==> config.mk <==
export PLATFORM = sky130hd
export DESIGN_NAME = r_inst_loader
export DESIGN_NICKNAME = d
export VERILOG_FILES = /design/src/rtl/r_loader_pkg.sv /design/src/rtl/r_inst_loader_edge_pulse.sv /design/src/rtl/r_inst_loader.sv
export SDC_FILE = /design/constraint.sdc
export NUM_CORES = 1
export LEC_CHECK = 0
export ABC_AREA = 1
export CAP_MARGIN = 25
export CORE_MARGIN = 1.5
export CORE_UTILIZATION = 45
export CTS_CLUSTER_SIZE = 24
export DETAILED_ROUTE_END_ITERATION = 10
export PLACE_DENSITY_LB_ADDON = 0.25
export SLEW_MARGIN = 10
export SYNTH_ARGS = -nofsm -noshare
export SYNTH_HDL_FRONTEND = slang
export SYNTH_SLANG_ARGS = --single-unit
==> constraint.sdc <==
create_clock -name clk -period 6 [get_ports clk]
set_clock_uncertainty 0.2 [all_clocks]
set_input_delay 1.5 -clock clk [delete_from_list [all_inputs] [get_ports clk]]
set_output_delay 1.5 -clock clk [all_outputs]
set_load 0.02 [all_outputs]
==> src/rtl/r_loader_pkg.sv <==
// Shared types and constants for the front-panel instruction loader:
// FSM state encoding, LED display selects and word geometry.
package r_loader_pkg;

   typedef enum logic [2:0] {
      ST_IDLE    = 3'd0,
      ST_COLLECT = 3'd1,
      ST_WRITE   = 3'd2,
      ST_FULL    = 3'd3,
      ST_RUN     = 3'd4
   } state_t;

   localparam int BYTES_PER_WORD = 4;

   localparam logic [2:0] MUX_ADDR = 3'd0;
   localparam logic [2:0] MUX_STAT = 3'd1;
   localparam logic [2:0] MUX_LW0  = 3'd2;
   localparam logic [2:0] MUX_LW1  = 3'd3;
   localparam logic [2:0] MUX_LW2  = 3'd4;
   localparam logic [2:0] MUX_LW3  = 3'd5;
   localparam logic [2:0] MUX_WCNT = 3'd6;
   localparam logic [2:0] MUX_CSUM = 3'd7;

endpackage

==> src/rtl/r_inst_loader_edge_pulse.sv <==
// Rising-edge detector for a debounced, synchronized button level:
// one-cycle pulse when the level is high now and was low last cycle.
module edge_pulse (
   input  logic clk,
   input  logic rst,
   input  logic level,
   output logic pulse
);

   logic level_p0;

   always_ff @(posedge clk or negedge rst) begin
      if (!rst) level_p0 <= 1'b0;
      else      level_p0 <= level;
   end

   assign pulse = level & ~level_p0;

endmodule

==> src/rtl/r_inst_loader.sv <==
// Front-panel instruction loader: builds 32-bit words from switch bytes and
// writes them to instruction memory. Optional checksum: R_LOADER_CHECKSUM_EN.
module r_inst_loader
   import r_loader_pkg::*;
#(
   parameter int ADDR_W = 6,
   parameter int DATA_W = 32
) (
   input  logic              clk,
   input  logic              rst,
   input  logic [7:0]        sw,
   input  logic              btn_next,
   input  logic              btn_done,
   input  logic [2:0]        MUX,
   output logic [7:0]        LED,
   output logic              im_we,
   output logic [ADDR_W-1:0] im_addr,
   output logic [DATA_W-1:0] im_wdata,
   output logic              cpu_hold
);

   localparam logic [ADDR_W-1:0] ADDR_MAX = '1;

   state_t              state, state_nxt;
   logic                next_e, done_e;
   logic [1:0]          byte_cnt;
   logic [DATA_W-1:0]   word;
   logic [DATA_W-1:0]   last_word;
   logic [ADDR_W-1:0]   addr;
   logic [7:0]          word_cnt;
   logic [7:0]          addr8;
   logic [7:0]          led_nxt;
   logic                capture;
   logic                at_max;
`ifdef R_LOADER_CHECKSUM_EN
   logic [7:0]          csum;
`endif

   function automatic logic [7:0] sat_inc8(input logic [7:0] v);
      return (v == 8'hFF) ? v : v + 8'd1;
   endfunction

   function automatic logic [7:0] xor_bytes(input logic [DATA_W-1:0] w);
      logic [7:0] acc;
      acc = 8'h00;
      for (int i = 0; i < BYTES_PER_WORD; i++) acc = acc ^ w[i*8 +: 8];
      return acc;
   endfunction

   edge_pulse u_next (.clk(clk), .rst(rst), .level(btn_next), .pulse(next_e));
   edge_pulse u_done (.clk(clk), .rst(rst), .level(btn_done), .pulse(done_e));

   // A done edge always wins over a simultaneous next edge.
   assign capture = next_e & ~done_e & ((state == ST_IDLE) | (state == ST_COLLECT));
   assign at_max  = (addr == ADDR_MAX);

   always_ff @(posedge clk or negedge rst) begin
      if (!rst) state <= ST_IDLE;
      else      state <= state_nxt;
   end

   always_comb begin
      state_nxt = state;
      case (state)
         ST_IDLE: begin
            if (done_e)      state_nxt = ST_RUN;
            else if (next_e) state_nxt = ST_COLLECT;
         end
         ST_COLLECT: begin
            if (done_e) state_nxt = ST_RUN;
            else if (next_e && byte_cnt == 2'(BYTES_PER_WORD - 1)) state_nxt = ST_WRITE;
         end
         ST_WRITE: begin
            if (done_e)      state_nxt = ST_RUN;
            else if (at_max) state_nxt = ST_FULL;
            else             state_nxt = ST_IDLE;
         end
         ST_FULL: if (done_e) state_nxt = ST_RUN;
         ST_RUN:  if (done_e) state_nxt = ST_IDLE;
         default: state_nxt = ST_IDLE;
      endcase
   end

   always_comb begin
      im_we    = (state == ST_WRITE);
      cpu_hold = (state != ST_RUN);
   end

   always_ff @(posedge clk or negedge rst) begin
      if (!rst) begin
         byte_cnt  <= 2'd0;
         word      <= '0;
         last_word <= '0;
         addr      <= '0;
         word_cnt  <= 8'd0;
`ifdef R_LOADER_CHECKSUM_EN
         csum      <= 8'd0;
`endif
      end else begin
         if (capture) begin
            word[(BYTES_PER_WORD - 1 - int'(byte_cnt))*8 +: 8] <= sw;
            byte_cnt <= byte_cnt + 2'd1;
         end
         if (state == ST_WRITE) begin
            last_word <= word;
            word_cnt  <= sat_inc8(word_cnt);
            byte_cnt  <= 2'd0;
            if (!at_max) addr <= addr + 1'b1;
`ifdef R_LOADER_CHECKSUM_EN
            csum      <= csum ^ xor_bytes(word);
`endif
         end
         if (state == ST_RUN && done_e) begin
            addr     <= '0;
            word_cnt <= 8'd0;
            byte_cnt <= 2'd0;
`ifdef R_LOADER_CHECKSUM_EN
            csum     <= 8'd0;
`endif
         end
      end
   end

   generate
      if (ADDR_W >= 8) begin : g_addr_trunc
         assign addr8 = addr[7:0];
      end else begin : g_addr_ext
         assign addr8 = {{(8 - ADDR_W){1'b0}}, addr};
      end
   endgenerate

   always_comb begin
      led_nxt = 8'h00;
      case (MUX)
         MUX_ADDR: led_nxt = addr8;
         MUX_STAT: led_nxt = {3'(state), 3'b000, byte_cnt};
         MUX_LW0:  led_nxt = last_word[7:0];
         MUX_LW1:  led_nxt = last_word[15:8];
         MUX_LW2:  led_nxt = last_word[23:16];
         MUX_LW3:  led_nxt = last_word[31:24];
         MUX_WCNT: led_nxt = word_cnt;
`ifdef R_LOADER_CHECKSUM_EN
         MUX_CSUM: led_nxt = csum;
`else
         MUX_CSUM: led_nxt = 8'h00;
`endif
         default:  led_nxt = 8'h00;
      endcase
   end

   // LED display is registered, one cycle behind MUX and state.
   always_ff @(posedge clk or negedge rst) begin
      if (!rst) LED <= 8'h00;
      else      LED <= led_nxt;
   end

   assign im_addr  = addr;
   assign im_wdata = word;

endmodule

==> results of run 1 <==
[flip-flops by register name (all words and copies together) (netlist names)]
register / flops
im_addr: 6
word_cnt: 8
u_next.level_p0: 1
u_done.level_p0: 1
state: 3
last_word: 32
im_wdata: 32
byte_cnt: 2
LED: 8
[placed cells by master, fill, tap and decap left out, drive strengths merged, types with 4 or more instances in the layout]
cell type,netlist,routed
a21oi,10,10
clkbuf,3,9
clkdlybuf4s50,0,61
clkinvlp,0,4
dfrtp,93,93
ha,7,7
inv,81,82
nand2,117,117
nand3,60,60
nand4,6,6
nor2,70,70
nor3,9,9
o21ai,76,76
[metrics by stage]
step / utilization / hold slack (ns) / total power [mW] / instance area [um^2]
4_1_cts: 0.556 / 0.297 / 2.61 / 5460
3_5_place_dp: 0.535 / 0.275 / 2.19 / 5260
6_report: 0.556 / 0.294 / 2.60 / 5460
5_1_grt: 0.556 / 0.332 / 2.79 / 5460
3_3_place_gp: 0.535 / 0.268 / 2.16 / 5260
2_1_floorplan: - / 0.249 / 1.73 / 4580
[cells by family after synthesis]
logic type               share of synthesized area
AO/OA/AOI/OAI                                0.109
XOR/XNOR                                   0.00574
adder cells (fa/ha/maj)                     0.0191
buffers and inverters                       0.0924
flip-flops                                   0.508
AND/OR/NAND/NOR                              0.265
[layout make-up]
class                           count  area (um^2)
Clock buffer                        9          124
Sequential cell                    93         2330
Inverter                           83          312
Clock inverter                      7         73.8
Fill cell                         942         4360
Timing Repair Buffer               63          626
Tap cell                          133          166
Multi-Input combinational cell    367         1830
[where the power goes]
group / switching, mW / internal (mW)
Sequential: 0.205 / 0.876
Clock: 0.230 / 0.193
Combinational: 0.658 / 0.436
[per-layer routing]
metal	global-route usage	routed length, um	vias to the layer above	part of all wire
met3	0.0439	525	14	0.048
li1	-	-	1903	-
met1	0.293	5150	1760	0.47
met4	0.0625	185	0	0.017
met2	0.342	5050	116	0.46
met5	0	0	-	0
[synthesized netlist by cell type]
cell type  instances  area share
nand3_1           58       0.063
inv_1             78       0.064
nand2_2            2      0.0027
nor2_2             2      0.0027
o21bai_1           1      0.0016
o22ai_1            3      0.0041
or2_2              1      0.0014
clkbuf_1           3      0.0025
xor2_1             3      0.0057
nor2_1            61       0.050
buf_2              2      0.0022
a21oi_1            9      0.0098
o21ai_0           58       0.063
nor2_4             7       0.017
inv_2              3      0.0025
buf_4              3      0.0049
nand4_1            6      0.0082
dfrtp_1           93        0.51
nand2_1          115       0.094
a21oi_4            1      0.0036
nor3_1             8      0.0087
nand3_4            2      0.0077
o21ai_2            6       0.011
o21ai_1           12       0.013
nor3_4             1      0.0036
buf_6              6       0.015
nand3b_1           3      0.0049
clkinv_1           2      0.0016
ha_1               7       0.019
o211a_1            1      0.0022
[final timing paths]
check / startpoint / end / slack, ns / cells after the start
worst min-delay path: last_word[8] / last_word[8] / 0.29 / 2
worst max register to register: byte_cnt[0] / im_wdata[28] / 3.24 / 5
worst max-delay path: state[0] / im_we / 1.71 / 4
min in group asynchronous: rst / im_addr[2] / 0.87 / 1
max in group asynchronous: rst / last_word[18] / 3.65 / 2
worst min register to register: last_word[8] / last_word[8] / 0.29 / 2
[worst register-to-register path: stages, from the launching register on]
cell      delay, ns
dfrtp_1        0.51
clkinv_1       0.54
ha_1           0.76
clkinv_1       0.36
nand3_1        0.21
o21ai_2        0.08
==> impl_metrics.csv, run 1 <==
group,metric,value,unit
floorplanning,die_h,104,um
worst_setup_path,path_max_fanout,43,
final_layout,antennaDiodeCount,0,
timing,setup_ws,1.71,ns
global_route,grt_max_degree,57,
yosys,synth_cell_types,30,
yosys,seq_area_frac_synth,0.508,
timing,relSlewSlack,0.541,
worst_setup_path,crit_path_start_kind,"flip-flop",
cts,cts_resized,0,
route,vias_per_cell,5.02,
final_layout,final_cells,755,
floorplanning,coreArea,9820,um^2
global_route,grt_use_total,0.213,
worst_setup_path,crit_arrival,2.59,ns
floorplanning,die_x,104,um
worst_setup_path,critical_path_class,"reg2out",
timing,tightestPinTransition,0.688,ns
pwr,max-vdd-ir-drop,0.000337,V
worst_setup_path,slowest_stage,"clkdlybuf4s50_1",
route,drt_iter0_drc,222,
route,wl,10900,um
global_route,antenna_found_initial,0,
worst_setup_path,worstPathCellList,"inv_1 -> nand3_4 -> inv_2 -> clkdlybuf4s50_1",
yosys,post_synth.cell_area_avg,8.22,um^2
yosys,yosys_register_bits,93,
worst_setup_path,path_buf_inv,3,
route,ant_nets,0,
timing,max_freq,233,MHz
place,gp_congestion,0.912,
route,dr_total_vias,3793,
place,dp.final_hpwl,8160,um
cts,holdBufCountCts,0,
cts,clockRootBuffer,"clkbuf_8",
yosys,syn-num-nets,579,
run,drv_cap,0,
cts,cts_buffers,9,
floorplanning,io_pins,63,
pwr,power.density,476,nW/um^2
timing,finalSetupTns,0,ns
global_route,grt_pass1_wl,18300,um
cts,cts_tree,"done",
place,dp.cells,739,
worst_setup_path,crit_required,4.30,ns
final_layout,syn2layout_area_growth,19.2,%
cts,htreeDepth,3,
yosys,ys_warn_count,0,
final_layout,num-nets-final,639,
global_route,grt_pass1_vias,3684,
yosys,syn_inst,557,
final_layout,drive_gt1_frac,0.0691,
route,drc,0,
cts,cts_buffer_depth,2,
timing,min_period,4.29,ns
worst_setup_path,max_stage_delay,0.70,ns
worst_setup_path,cp_top_family,"buffers and inverters",
yosys,synth_area,4580,um^2
floorplanning,die_area,10800,um^2
timing,finalCritPeriodShare,0.715,
cts,cts_sinks,93,
place,portBuffers,62,
timing,finalSetupViolCount,0,
global_route,grt.overflow.total,0,
route,wl_per_cell,14.5,um
timing,rsz0062_at_grt,"no",
cts,post_cts_buffers,0,
timing,hold_viol_final,0,
worst_setup_path,end_kind,"primary output",
floorplanning,initial_utilization,0.466,
place,dp_slack,2.11,ns
status,status,"finished clean",
route,drtPass1Iterations,6,
cts,clock_latency,0.37,ns
timing,maxSlewViolCount,0,
floorplanning,rows,36,
cts,path_clk_slew,0.09,ns
hold_path,hp-class,"reg2reg",
pwr,leakage,2.52,nW
Power figures use the tool's default switching activity.
==> inputs of run 2 (changes only) <==
==> constraint.sdc (replaced) <==
create_clock -name clk -period 3.85 [get_ports clk]
set_clock_uncertainty 0.2 [all_clocks]
set_input_delay 0.9625 -clock clk [delete_from_list [all_inputs] [get_ports clk]]
set_output_delay 0.9625 -clock clk [all_outputs]
set_load 0.02 [all_outputs]
==> run 2 against run 1 <==
Hold slack lost 0.0050 ns. Sequential power grew 56%. Die area is the same. Combinational power grew 61%. Count of clock-buffer cells in the layout is the same. Critical path depth is the same. Final cell count grew 0.53%. Core utilization grew 0.22 points. First-iteration DRC count shrank 33%. Non-clock buffer count grew 4. Power grew 56%. Clock power grew 49%. Critical path type unchanged. Largest cell class unchanged.
==> impl_metrics.csv, run 2 (synthesis results as in run 1) <==
group,metric,value,unit
timing,tightestPinTransition,0.568,ns
final_layout,antennaDiodeCount,0,
floorplanning,rows,36,
worst_setup_path,rr_startpoint,"byte_cnt[0]",
worst_setup_path,worstPathCellList,"inv_1 -> nand3_4 -> inv_2 -> clkdlybuf4s50_1",
worst_setup_path,crit_required,2.69,ns
worst_setup_path,r2r_cells,5,
final_layout,num-nets-final,643,
hold_path,whs_path_depth,2,
worst_setup_path,critical_path_class,"reg2out",
worst_setup_path,crit_start,"state[0]",
floorplanning,coreArea,9820,um^2
pwr,leakage,2.55,nW
pwr,finalPower,4.06,mW
place,portBuffers,62,
cts,cts_sinks,93,
global_route,grt_use_total,0.222,
timing,max_freq,340,MHz
global_route,grt.overflow.total,0,
cts,clock_latency,0.38,ns
pwr,power.density,741,nW/um^2
final_layout,syn2layout_area_growth,19.7,%
status,status,"finished clean",
floorplanning,initial_utilization,0.466,
cts,cts_buffer_depth,2,
cts,cts_resized,0,
timing,finalSetupViolCount,0,
route,ant_nets,0,
timing,finalSetupTns,0,ns
route,wl_per_cell,14.9,um
cts,cts_tree,"done",
final_layout,drive_gt1_frac,0.0751,
cts,htreeDepth,3,
place,gp_congestion,0.938,
global_route,grt_pass1_wl,18900,um
final_layout,fin_area,5480,um^2
final_layout,final_common_cell,"nand2_1",
timing,finalCritPeriodShare,0.764,
timing,rsz0062_at_grt,"no",
route,vias_per_cell,5.09,
worst_setup_path,endpoint,"im_we",
worst_setup_path,max_stage_delay,0.60,ns
worst_setup_path,r2r_end,"im_wdata[30]",
worst_setup_path,ff2ff_setup_slack,1.70,ns
cts,clockRootBuffer,"clkbuf_8",
worst_setup_path,slowest_stage,"clkdlybuf4s50_1",
place,dp.final_hpwl,8500,um
run,drv_cap,0,
timing,min_period,2.94,ns
route,drtPass1Iterations,5,
timing,relSlewSlack,0.621,
timing,hold_viol_final,0,
route,drc,0,
route,dr_total_vias,3864,
worst_setup_path,crit_path_start_kind,"flip-flop",
hold_path,hp-class,"reg2reg",
floorplanning,die_x,104,um
global_route,grt_pass1_vias,3833,
worst_setup_path,crit_arrival,1.78,ns
floorplanning,io_pins,63,
route,drt_iter0_drc,149,
final_layout,nFillCells,954,
route,wl,11300,um
global_route,antenna_found_initial,0,
cts,cts_buffers,9,
cts,holdBufCountCts,0,
final_layout,layout_common_cells,"115 x nand2_1, 93 x dfrtp_1, 78 x inv_1",
worst_setup_path,path_max_fanout,5,
timing,whs,0.289,ns
floorplanning,die_area,10800,um^2
place,dpl_cell_area,5290,um^2
global_route,grt_max_degree,43,
cts,post_cts_buffers,0,
floorplanning,die_h,104,um
worst_setup_path,end_kind,"primary output",
cts,path_clk_slew,0.10,ns
timing,maxSlewViolCount,0,
pwr,max-vdd-ir-drop,0.000396,V
run 2: cell types whose count changed in the layout (fill, tap and decap cells not counted), sizes merged:
| cell | change |
|---|---|
| clkinvlp | -3 |
| buf | +4 |
| bufinv | -1 |
| clkinv | +1 |
| inv | +3 |
run 2: critical path, delay by kind of cell, from the launching register on:
kind | cells | cell delay, ns
flip-flops | 1 | 0.43
buffers and inverters | 3 | 0.87
AND/OR/NAND/NOR | 1 | 0.11
run 2: power breakdown:
| group | total, mW | switching [mW] | internal (mW) |
|---|---|---|---|
| clock network | 0.632 | 0.381 | 0.250 |
| logic | 1.75 | 1.06 | 0.692 |
| registers | 1.68 | 0.310 | 1.37 |
run 2: per-layer routing:
metal | share of wire | global-route usage | wire (um) | vias to the layer above
met5 | 0 | 0 | 0 | -
met2 | 0.46 | 0.349 | 5190 | 103
li1 | - | - | - | 1912
met3 | 0.039 | 0.0376 | 442 | 25
met1 | 0.47 | 0.301 | 5320 | 1824
met4 | 0.032 | 0.106 | 359 | 0
run 2: worst min path at each step:
stage / to / slack [ns] / startpoint
finish: last_word[29] / 0.29 / last_word[29]
global route: last_word[0] / 0.32 / last_word[0]
CTS: last_word[29] / 0.29 / last_word[29]
detailed placement: last_word[29] / 0.27 / last_word[29]
global placement: last_word[24] / 0.27 / last_word[24]
floorplan: last_word[27] / 0.25 / last_word[27]
run 2: area by class of cell:
cell class,count,area [um^2],area share
clock buffers,9,124,0.0226
clock inverters,7,65.1,0.0119
inverters,83,312,0.0569
multi-input cells,367,1830,0.334
flip-flops and latches,93,2330,0.425
well taps,133,166,0.0304
repair buffers,67,656,0.120
run 2: metrics by stage:
stage | utilization | instances | setup WS, ns
after global placement | 0.538 | 743 | 1.12
after floorplan | - | 557 | 1.66
after global routing | 0.558 | 759 | 0.856
after detailed placement | 0.538 | 743 | 1.08
after CTS | 0.558 | 759 | 0.894
final | 0.558 | 759 | 0.910
